File: config.mk
export PLATFORM = sky130hd
export DESIGN_NAME = dds_glide_osc_flat
export DESIGN_NICKNAME = d
export VERILOG_FILES = /design/src/rtl/dds_glide_osc_if.sv /design/src/rtl/dds_glide_osc.sv /design/src/flat_wrapper.sv
export SDC_FILE = /design/constraint.sdc
export NUM_CORES = 1
export LEC_CHECK = 0
export ABC_AREA = 1
export ABC_CLOCK_PERIOD_IN_PS = 3600
export BUFFER_PORTS_ARGS = -buffer_cell sky130_fd_sc_hd__buf_2
export CAP_MARGIN = 10
export CORE_AREA = 2 2 135 137
export DETAILED_ROUTE_END_ITERATION = 7
export DIE_AREA = 0 0 137 139
export GPL_TIMING_DRIVEN = 1
export PLACE_DENSITY = 0.54
export REMOVE_ABC_BUFFERS = 1
export SLEW_MARGIN = 0
export SYNTH_ARGS = -nofsm -noshare
export SYNTH_HDL_FRONTEND = slang
export SYNTH_SLANG_ARGS = --single-unit
File: constraint.sdc
create_clock -name clk -period 3.6 [get_ports clk]
set_clock_uncertainty 0.1 [all_clocks]
set_input_delay 0.54 -clock clk [delete_from_list [all_inputs] [get_ports clk]]
set_output_delay 0.54 -clock clk [all_outputs]
set_load 0.02 [all_outputs]
File: src/rtl/dds_glide_osc_if.sv
// Bus bundle for the glide DDS oscillator.
// Stimulus side drives tick/target/gate/waveform; oscillator drives state and samples.
interface dds_glide_osc_if #(
  parameter int OUT_W = 12
);
  logic             sample_en;
  logic [31:0]      adder;
  logic             gate;
  logic [1:0]       wave_sel;
  logic [31:0]      phase;
  logic [31:0]      inc;
  logic [OUT_W-1:0] sample;
  logic             sample_vld;
  logic             sync;

  modport master (
    output sample_en, adder, gate, wave_sel,
    input  phase, inc, sample, sample_vld, sync
  );

  modport slave (
    input  sample_en, adder, gate, wave_sel,
    output phase, inc, sample, sample_vld, sync
  );
endinterface

File: src/rtl/dds_glide_osc.sv
// Phase-accumulator oscillator with saw/square/triangle output.
// Define DDS_GLIDE_OSC_GLIDE_EN to slew inc toward adder (portamento).
module dds_glide_osc #(
  parameter int OUT_W       = 12,
  parameter int GLIDE_SHIFT = 8
) (
  input logic           clk,
  input logic           rst_n,
  dds_glide_osc_if.slave io
);
  localparam logic [OUT_W-1:0] MID = {1'b1, {(OUT_W-1){1'b0}}};

  logic [31:0]      phase_q, phase_d;
  logic [31:0]      inc_q, inc_d;
  logic [OUT_W-1:0] sample_q, sample_d;
  logic             vld_q, sync_q, sync_d;
  logic             gate_q, tick_q, rise;
  logic [32:0]      sum;

  assign rise = io.gate & ~gate_q;
  assign sum  = {1'b0, phase_q} + {1'b0, inc_q};

  always_comb begin
    phase_d = phase_q;
    sync_d  = 1'b0;
    if (io.sample_en) begin
      if (io.gate & ~rise) begin
        phase_d = sum[31:0];
        sync_d  = sum[32];
      end else begin
        phase_d = '0;
      end
    end
  end

`ifdef DDS_GLIDE_OSC_GLIDE_EN
  logic [32:0]        diff;
  logic signed [32:0] delta;

  assign diff  = {1'b0, io.adder} - {1'b0, inc_q};
  assign delta = $signed(diff) >>> GLIDE_SHIFT;

  // Fresh notes jump straight to pitch; otherwise slew, snapping once close.
  always_comb begin
    inc_d = inc_q;
    if (io.sample_en) begin
      if (inc_q == '0 || rise || delta == '0)
        inc_d = io.adder;
      else
        inc_d = inc_q + delta[31:0];
    end
  end
`else
  always_comb begin
    inc_d = inc_q;
    if (io.sample_en)
      inc_d = io.adder;
  end
`endif

  // Evaluated the cycle after a tick, so phase_q is the freshly updated phase.
  always_comb begin
    sample_d = MID;
    if (gate_q) begin
      unique case (io.wave_sel)
        2'b00:   sample_d = phase_q[31 -: OUT_W];
        2'b01:   sample_d = {OUT_W{phase_q[31]}};
        2'b10:   sample_d = phase_q[31] ? ~phase_q[30 -: OUT_W]
                                        :  phase_q[30 -: OUT_W];
        default: sample_d = MID;
      endcase
    end
  end

  always_ff @(posedge clk or negedge rst_n) begin
    if (!rst_n) begin
      phase_q  <= '0;
      inc_q    <= '0;
      sample_q <= MID;
      vld_q    <= 1'b0;
      sync_q   <= 1'b0;
      gate_q   <= 1'b0;
      tick_q   <= 1'b0;
    end else begin
      phase_q <= phase_d;
      inc_q   <= inc_d;
      sync_q  <= sync_d;
      tick_q  <= io.sample_en;
      vld_q   <= tick_q;
      if (io.sample_en)
        gate_q <= io.gate;
      if (tick_q)
        sample_q <= sample_d;
    end
  end

  assign io.phase      = phase_q;
  assign io.inc        = inc_q;
  assign io.sample     = sample_q;
  assign io.sample_vld = vld_q;
  assign io.sync       = sync_q;
endmodule
File: src/flat_wrapper.sv
// flat-port wrapper written by rule: the top's interface ports become plain ports
module dds_glide_osc_flat 
#(
  parameter int OUT_W       = 12,
  parameter int GLIDE_SHIFT = 8
)
  (clk, rst_n, io_sample_en, io_adder, io_gate, io_wave_sel, io_phase, io_inc, io_sample, io_sample_vld, io_sync);
  dds_glide_osc_if #(.OUT_W(OUT_W)) io_i ();
  input logic clk;
  input logic rst_n;
  input wire logic [$bits(io_i.sample_en)-1:0] io_sample_en;
  input wire logic [$bits(io_i.adder)-1:0] io_adder;
  input wire logic [$bits(io_i.gate)-1:0] io_gate;
  input wire logic [$bits(io_i.wave_sel)-1:0] io_wave_sel;
  output wire logic [$bits(io_i.phase)-1:0] io_phase;
  output wire logic [$bits(io_i.inc)-1:0] io_inc;
  output wire logic [$bits(io_i.sample)-1:0] io_sample;
  output wire logic [$bits(io_i.sample_vld)-1:0] io_sample_vld;
  output wire logic [$bits(io_i.sync)-1:0] io_sync;
  assign io_i.sample_en = io_sample_en;
  assign io_i.adder = io_adder;
  assign io_i.gate = io_gate;
  assign io_i.wave_sel = io_wave_sel;
  assign io_phase = io_i.phase;
  assign io_inc = io_i.inc;
  assign io_sample = io_i.sample;
  assign io_sample_vld = io_i.sample_vld;
  assign io_sync = io_i.sync;
  dds_glide_osc #(.OUT_W(OUT_W), .GLIDE_SHIFT(GLIDE_SHIFT)) u_core (.clk(clk), .rst_n(rst_n), .io(io_i));
endmodule
==> results by group <==
STA
  • Slew margin rel.: 46.5%
  • RSZ-0062 raised after global routing: false
  • Setup violators final: 0
  • Tcrit/Tclk final: 60.3%
  • Max Slew Vio Count: 0
  • Minimum clock period: 2.17 ns
  • PnR worst setup slack: 1.43 ns
  • Setup TNS: 0 ns
  • Final-report hold violation count: 0
  • Achievable Freq: 461 MHz
  • Least-Margin Pin Slew: 0.803 ns

Clocking
  • CTS Buf Count: 9
  • Sink Count: 80
  • PostCTS Resize Cnt: 0
  • Clock Pin Slew Worst Setup and Hold Paths: 0.06 ns
  • CTS tree: built
  • Cts hold-fix bufs: 0
  • Post-CTS Setup Bufs: 0
  • Clock Latency Late Sink: 0.35 ns
  • Root Driver: clkbuf_16
  • Clock tree buffer depth: 2
  • H-tree depth: 3

Route
  • Routed wire length: 16,700 um
  • DRT antenna net count: 0
  • Pre-Repair DR Iteration Count: 5
  • DR vias: 5,558
  • Vias per inst: 4.57
  • Post-route DRC: 0
  • Drt first-iter violations: 295
  • WL/cell: 13.8 um

Floorplan
  • Core region area: 17,700 sq um
  • # rows: 49
  • Die X: 137 um
  • Starting density of the core: 32.3%
  • Die H: 139 um
  • I/O pin total: 116
  • Die ar.: 19,000 sq um

Layout
  • Most frequent cells in the layout: 373 x nand2_1, 114 x buf_2, 112 x inv_1, 79 x dfrtp_1, 48 x nor2_1
  • Commonest non-fill, non-tap cell in the layout: nand2_1
  • NumNets Final: 1,052
  • Fillcell total: 1,984
  • Ant. Diodes: 0
  • FF+latch area: 2000 sq um
  • Area taken by multi-input logic gates: 3110 sq um
  • Area growth, synth to finish: 19.8%
  • Layout cells sized above 1: 19.7%

Placed design
  • Post-detail-place hpwl: 12,900 um
  • RePlAce Congestion: 0.891
  • Setup Slack @ Placement: 1.42 ns
  • Buffers on Ports: 115

GRT
  • GRT overflow: 0
  • Largest net degree at the start of global routing: 56
  • Initial antenna violation count: 0
  • All-Layer GR Usage: 18.4%
  • Vias in the first global route: 5,391
  • Global-route wire length before repair: 27,400 um

Power
  • Leak: 4.08 nW
  • Total power: 0.00283 W
  • Pwr/cell area: 414 nW/um^2
  • Max IR drop VDD: 0.229 mV

Synthesis
  • Sequential fraction of the synthesis area: 35.1%
  • Distinct cell type count after synthesis: 37
  • Most used DFF post-synth: dfrtp_1
  • Post-synthesis sequential element count: 80
  • Async set or reset register ratio after synthesis: 100%
  • Post-synth EDFFs: 0
  • Syn_area_per_cell: 6.56 sq um
  • Ys Warns: 0
  • Synthesized area: 5710 sq um
  • Cells after Synth: 870

Critical path
  • Required time worst endpoint: 3.75 ns
  • Endpoint class of the critical path: flop
  • Worst Setup Path Type: reg2reg
  • Startpoint types: flop
  • Arr. time, crit path: 2.32 ns
  • CP Max Fanout: 4

Hold path
  • Hold Crit Class: in2async

Outcome
  • Status: completed

Job
  • Max-Cap Viols: 0
[registers in the layout, summed over array words and instances (netlist names)]
name / flops
u_core.io.inc: 32
u_core.io.sample: 12
u_core.io.sync: 1
u_core.tick_q: 1
u_core.gate_q: 1
u_core.io.sample_vld: 1
u_core.io.phase: 32
[final timing paths]
kind                                              start                         endpoint  slack [ns]  cells after the start
min in group clk                           io_adder[21]    u_core.io.inc[21]$_DFFE_PN0P_        0.28                      3
max reg2reg                u_core.io.inc[0]$_DFFE_PN0P_  u_core.io.phase[24]$_DFFE_PN0P_        1.43                     13
max in group asynchronous                         rst_n  u_core.io.sample[2]$_DFFE_PN0P_        2.55                      2
max                        u_core.io.inc[0]$_DFFE_PN0P_  u_core.io.phase[24]$_DFFE_PN0P_        1.43                     13
min reg2reg                     u_core.tick_q$_DFF_PN0_   u_core.io.sample_vld$_DFF_PN0_        0.33                      0
min                                               rst_n     u_core.io.inc[3]$_DFFE_PN0P_        0.14                      1
[critical path, stage by stage (launching register included)]
cell	delay [ns]
dfrtp_1	0.38
ha_1	0.22
inv_1	0.07
fa_1	0.40
inv_1	0.12
nand3_1	0.08
nand3_1	0.16
nand2_1	0.09
nand2_2	0.09
nand2_1	0.07
nand3_1	0.12
nand2_1	0.06
nand3_1	0.06
nand2_1	0.05
[metrics by stage]
stage          util [%]  instance area [sq um]  std cells  hold slack [ns]
2_1_floorplan         -                   5600        850            0.144
3_3_place_gp       36.8                   6500       1199            0.315
3_5_place_dp       36.8                   6500       1199            0.324
4_1_cts            38.7                   6840       1215            0.178
5_1_grt            38.7                   6840       1215            0.214
6_report           38.7                   6840       1215            0.144
[area by class of cell]
cell class | instances | area share (%)
Multi-Input combinational cell | 641 | 45.5
Sequential cell | 80 | 29.3
Timing Repair Buffer | 120 | 9.00
Inverter | 129 | 7.08
Tap cell | 229 | 4.19
Clock buffer | 14 | 4.01
Clock inverter | 2 | 0.878
[report_power, final]
group / total (W) / leakage, nW / switching, W / internal [W]
Clock: 0.00105 / 0.163 / 0.000386 / 0.000666
Combinational: 0.000731 / 2.88 / 0.000495 / 0.000236
Sequential: 0.00105 / 1.04 / 0.0000752 / 0.000971
[Yosys cell counts, types with 2 or more instances]
cell type | number | area (sq um)
clkbuf_8 | 2 | 27.5
inv_1 | 112 | 420
nor3_1 | 2 | 10.0
nand3_2 | 4 | 40.0
ha_1 | 32 | 400
buf_2 | 4 | 20.0
o21bai_1 | 3 | 22.5
o21ai_1 | 7 | 35.0
nor2_1 | 48 | 180
o21ai_0 | 33 | 165
a21oi_2 | 3 | 26.3
nand2_1 | 373 | 1400
inv_2 | 17 | 63.8
nand3_1 | 37 | 185
nor2_2 | 3 | 18.8
nand4_1 | 3 | 18.8
clkbuf_1 | 13 | 48.8
or2_2 | 2 | 12.5
a32o_1 | 2 | 20.0
nand2_2 | 23 | 144
a21oi_1 | 40 | 200
nor2_4 | 2 | 22.5
a211oi_1 | 11 | 82.6
dfrtp_1 | 79 | 1980
nor3_2 | 3 | 30.0
[metal layers]
metal | vias to the layer above | GRT usage [%] | wire (um)
met1 | 2523 | 26.4 | 8360
met3 | 14 | 3.40 | 829
met2 | 104 | 28.2 | 7300
met5 | - | 0 | 0
met4 | 0 | 5.21 | 233
li1 | 2917 | - | -
[cells by family (layout without fill, tap and decap cells)]
logic type               after synthesis  count (layout)  synth area share, %
adder cells (fa/ha/maj)               33              33                 7.37
AND/OR/NAND/NOR                      504             504                 36.9
XOR/XNOR                               1               1                0.154
buffers and inverters                149             265                 10.3
flip-flops                            80              80                 35.1
AO/OA/AOI/OAI                        103             103                 10.2
No activity file was read; power rests on OpenSTA's default activity.
